File: config.mk
export PLATFORM = sky130hd
export DESIGN_NAME = digit_select
export DESIGN_NICKNAME = d
export VERILOG_FILES = /design/src/rtl/game_pkg.sv /design/src/rtl/digit_select.sv
export SDC_FILE = /design/constraint.sdc
export NUM_CORES = 1
export LEC_CHECK = 0
export CORE_AREA = 3 3 40 42
export DETAILED_ROUTE_END_ITERATION = 6
export DIE_AREA = 0 0 43 45
export PLACE_DENSITY = 0.76
export SLEW_MARGIN = 20
export SYNTH_ARGS = -nofsm -noshare
export SYNTH_HDL_FRONTEND = slang
export SYNTH_SLANG_ARGS = --single-unit
File: constraint.sdc
create_clock -name vclk -period 1.82
set_input_delay 0.364 -clock vclk [all_inputs]
set_output_delay 0.364 -clock vclk [all_outputs]
set_load 0.01 [all_outputs]
File: src/rtl/game_pkg.sv
// Shared types and digit-range helpers for the digit-guessing game.
package game_pkg;

  localparam int DIGIT_W = 4;
  localparam logic [DIGIT_W-1:0] DIGIT_MIN = DIGIT_W'(1);
  localparam logic [DIGIT_W-1:0] DIGIT_MAX = DIGIT_W'(8);

  typedef enum logic [1:0] {
    IDLE = 2'd0,
    REQ  = 2'd1,
    PLAY = 2'd2,
    DONE = 2'd3
  } state_e;

  function automatic logic digit_ok(input logic [DIGIT_W-1:0] nibble);
    return (nibble >= DIGIT_MIN) && (nibble <= DIGIT_MAX);
  endfunction

endpackage

File: src/rtl/digit_select.sv
// Combinational nibble mux over a packed answer word; index 0 is the most
// significant nibble. Also used by the display logic.
module digit_select
  import game_pkg::*;
#(
  parameter int DIGITS = 8
) (
  input  logic [DIGIT_W*DIGITS-1:0]  word_i,
  input  logic [$clog2(DIGITS)-1:0]  index_i,
  output logic [DIGIT_W-1:0]         digit_o
);

  assign digit_o = word_i[(DIGITS - 1 - int'(index_i)) * DIGIT_W +: DIGIT_W];

endmodule

==> impl_summary.log <==
[metrics] share of layout cells above drive strength 1: 0.3529
[metrics] register area: 0 µm²
[metrics] adder-cell area share of the yosys netlist: 0
[metrics] leakage power of the design: 0.2833 nW
[metrics] layout sequential cell count: 0
[metrics] unrepaired setup endpoints after global routing: no
[metrics] All-Layer GR Usage: 0.1144
[metrics] most common cell in the netlist: mux4_1
[metrics] share of the clock period used by the worst path after layout: 0.9890
[metrics] required time of the worst setup path: 1.46 ns
[metrics] Area growth, synth to finish: 142.6%
[metrics] fraction of post-synthesis cell area in the top cell type by area: 0.7778
[metrics] Internal: 0.1117 mW
[metrics] initial standard-cell utilization of the core: 0.2103
[metrics] final-layout clock buffer total: 0
[metrics] overall die area: between 0.0015 and 0.002 mm²
[metrics] start-to-end type of the worst setup path: in -> out
[metrics] std cell rows: 13
[metrics] yosys synthesis warning count: 0
[metrics] post-route total power: 0.1543 mW
[metrics] Max FO, Critical Path: 1
[metrics] Mapped Avg Cell Area: just under 20 µm²
[metrics] # DRC: 0
[metrics] count of maximum capacitance violations: 0
[metrics] combinational share of power: 1.000
[metrics] vias per cell: 4.833
[metrics] Routability Congestion: around 0.71
[metrics] Post-Syn Area: 270.3 µm²
[metrics] synthesized-area fraction occupied by ao, oa, aoi and oai cells: 0
[metrics] antenna violations before repair: 0
[metrics] count of distinct cell types in the synthesized netlist: 4
[metrics] wirelength, routed: 1.075 mm
[metrics] core region area: 0.001285 mm²
[metrics] largest cells by area after synthesis: mux4_1 (78%), mux2_2 (17%), buf_6 (4.2%)
[metrics] share of power burned in registers: 0
[metrics] maximum vdd drop: 0.08881 mV
[metrics] number of buffers inserted by post-CTS setup repair: 0
[metrics] fraction of synthesized area in multiplexers: 0.9444
[metrics] detailed router's first-iteration violation count: 3
[metrics] y dimension of the die: between 40 and 50 µm
[metrics] Post-Synth Simple-Gate Area: 0
[metrics] switching power: roughly 0.043 mW
[metrics] fraction of power consumed by the clock network: 0
[metrics] Max transition margin: 0.8226
[metrics] via count of the first global-routing pass: between 300 and 400
[metrics] total congestion overflow: 0
[metrics] horizontal die dimension: 43 µm
[metrics] xor/xnor share of the synthesized area: 0
[metrics] type of element launching the critical path: input port
[metrics] Setup crit end kind: primary output
[metrics] transition at the pin with the smallest max-transition slack: between 0.2 and 0.3 ns
[metrics] top cells by count, synth: mux4_1 (8), mux2_2 (4), buf_6 (1), clkbuf_1 (1)
[metrics] Hold Vio Cnt, Final: 0
[metrics] result of the run: finished, final reports clean
[metrics] fin. max-slew vios: 0
[metrics] gate count of the mapped netlist: 14
[metrics] minimum period implied by the final worst setup slack: 1.800 ns
[metrics] residual antenna-violating net count after detailed routing: 0
[metrics] largest net degree at the start of global routing: 9
[metrics] number of setup violations in the final report: 0
[metrics] post-synth top area cell: mux4_1
[metrics] register area share after synthesis: 0
[metrics] Worst Path Arrival: roughly 1.4 ns
[metrics] CTS Hold Bufs: 0
[metrics] I/O pin total: 39
[metrics] number of iterations in the first detailed-routing pass: 2
[metrics] hold crit path type: in -> out
[metrics] Routed WL per cell: 16.29 µm
[metrics] Sw Ratio: 0.2759
[metrics] total power divided by cell area: between 200 and 250 mW/mm²
[metrics] Post-Route Setup TNS: 0 ns
[metrics] Port Buf Inserts: 39
[metrics] net count after synthesis: 49
[metrics] first-pass GRT wire length: 1.662 mm
[metrics] vias: about 320
[metrics] layout net count: 88
[metrics] design area: approximately 660 µm²
[metrics] dominant combinational cell family by area after synthesis: multiplexers
[metrics] Max Fclk: ~0.56 GHz
[metrics] Min Hold Slack: 1.245 ns
[metrics] placed cell areas: roughly 680 µm²
[metrics] # diodes: 0
==> critical path, stage by stage <==
cell	delay [ns]
dlygate4sd2_1	0.23
mux4_2	0.45
mux2_4	0.27
buf_6	0.12
==> logic make-up (layout without fill, tap and decap cells) <==
family                 count (synthesis)  count (layout)
buffers and inverters                  2              39
muxes                                 12              12
==> cell type report <==
type                       instances  area [µm²]
multi-input combinational         12       240.2
tap                               15       18.77
timing repair buffer              39       396.6
fill                             126       629.4
==> what timing repair did <==
action	4_1_cts	5_1_grt
resized for setup	81	19
gates cloned	0	0
endpoints found under the setup margin	4	4
==> power groups by stage <==
stage	registers (mW)	logic (mW)	clock network, mW
6_report	0	0.154	0
3_5_place_dp	0	0.159	0
3_3_place_gp	0	0.160	0
2_1_floorplan	0	0.0543	0
5_1_grt	0	0.164	0
4_1_cts	0	0.151	0
==> worst paths after layout <==
kind / start / endpoint / depth (start not counted)
min: index_i[1] / digit_o[2] / 3
max: word_i[2] / digit_o[2] / 4
==> cell usage in the layout, fill, tap and decap left out <==
cell,n
dlygate4sd2_1,6
mux4_2,8
clkdlybuf4s15_1,26
buf_8,1
clkdlybuf4s15_2,1
mux2_4,4
dlymetal6s2s_1,1
buf_6,4
==> layer usage <==
metal  vias to the layer above  GRT usage  routed length (µm)
met5                         -          0                   0
met4                         0          0                   0
met3                         0    0.02789                 163
met2                        31     0.1886                 441
met1                       146     0.1638                 470
li1                        142          -                   -
==> metrics by stage <==
stage	setup slack [ns]	utilization	std cells
final	0.02004	0.5102	66
after global routing	0.0007647	0.5102	66
after CTS	0.0008689	0.4888	66
after detailed placement	-0.8771	0.5326	67
after global placement	-0.8576	0.5326	67
after floorplan	0.1565	-	14
Note: power is estimated with default switching activity, not from simulation.
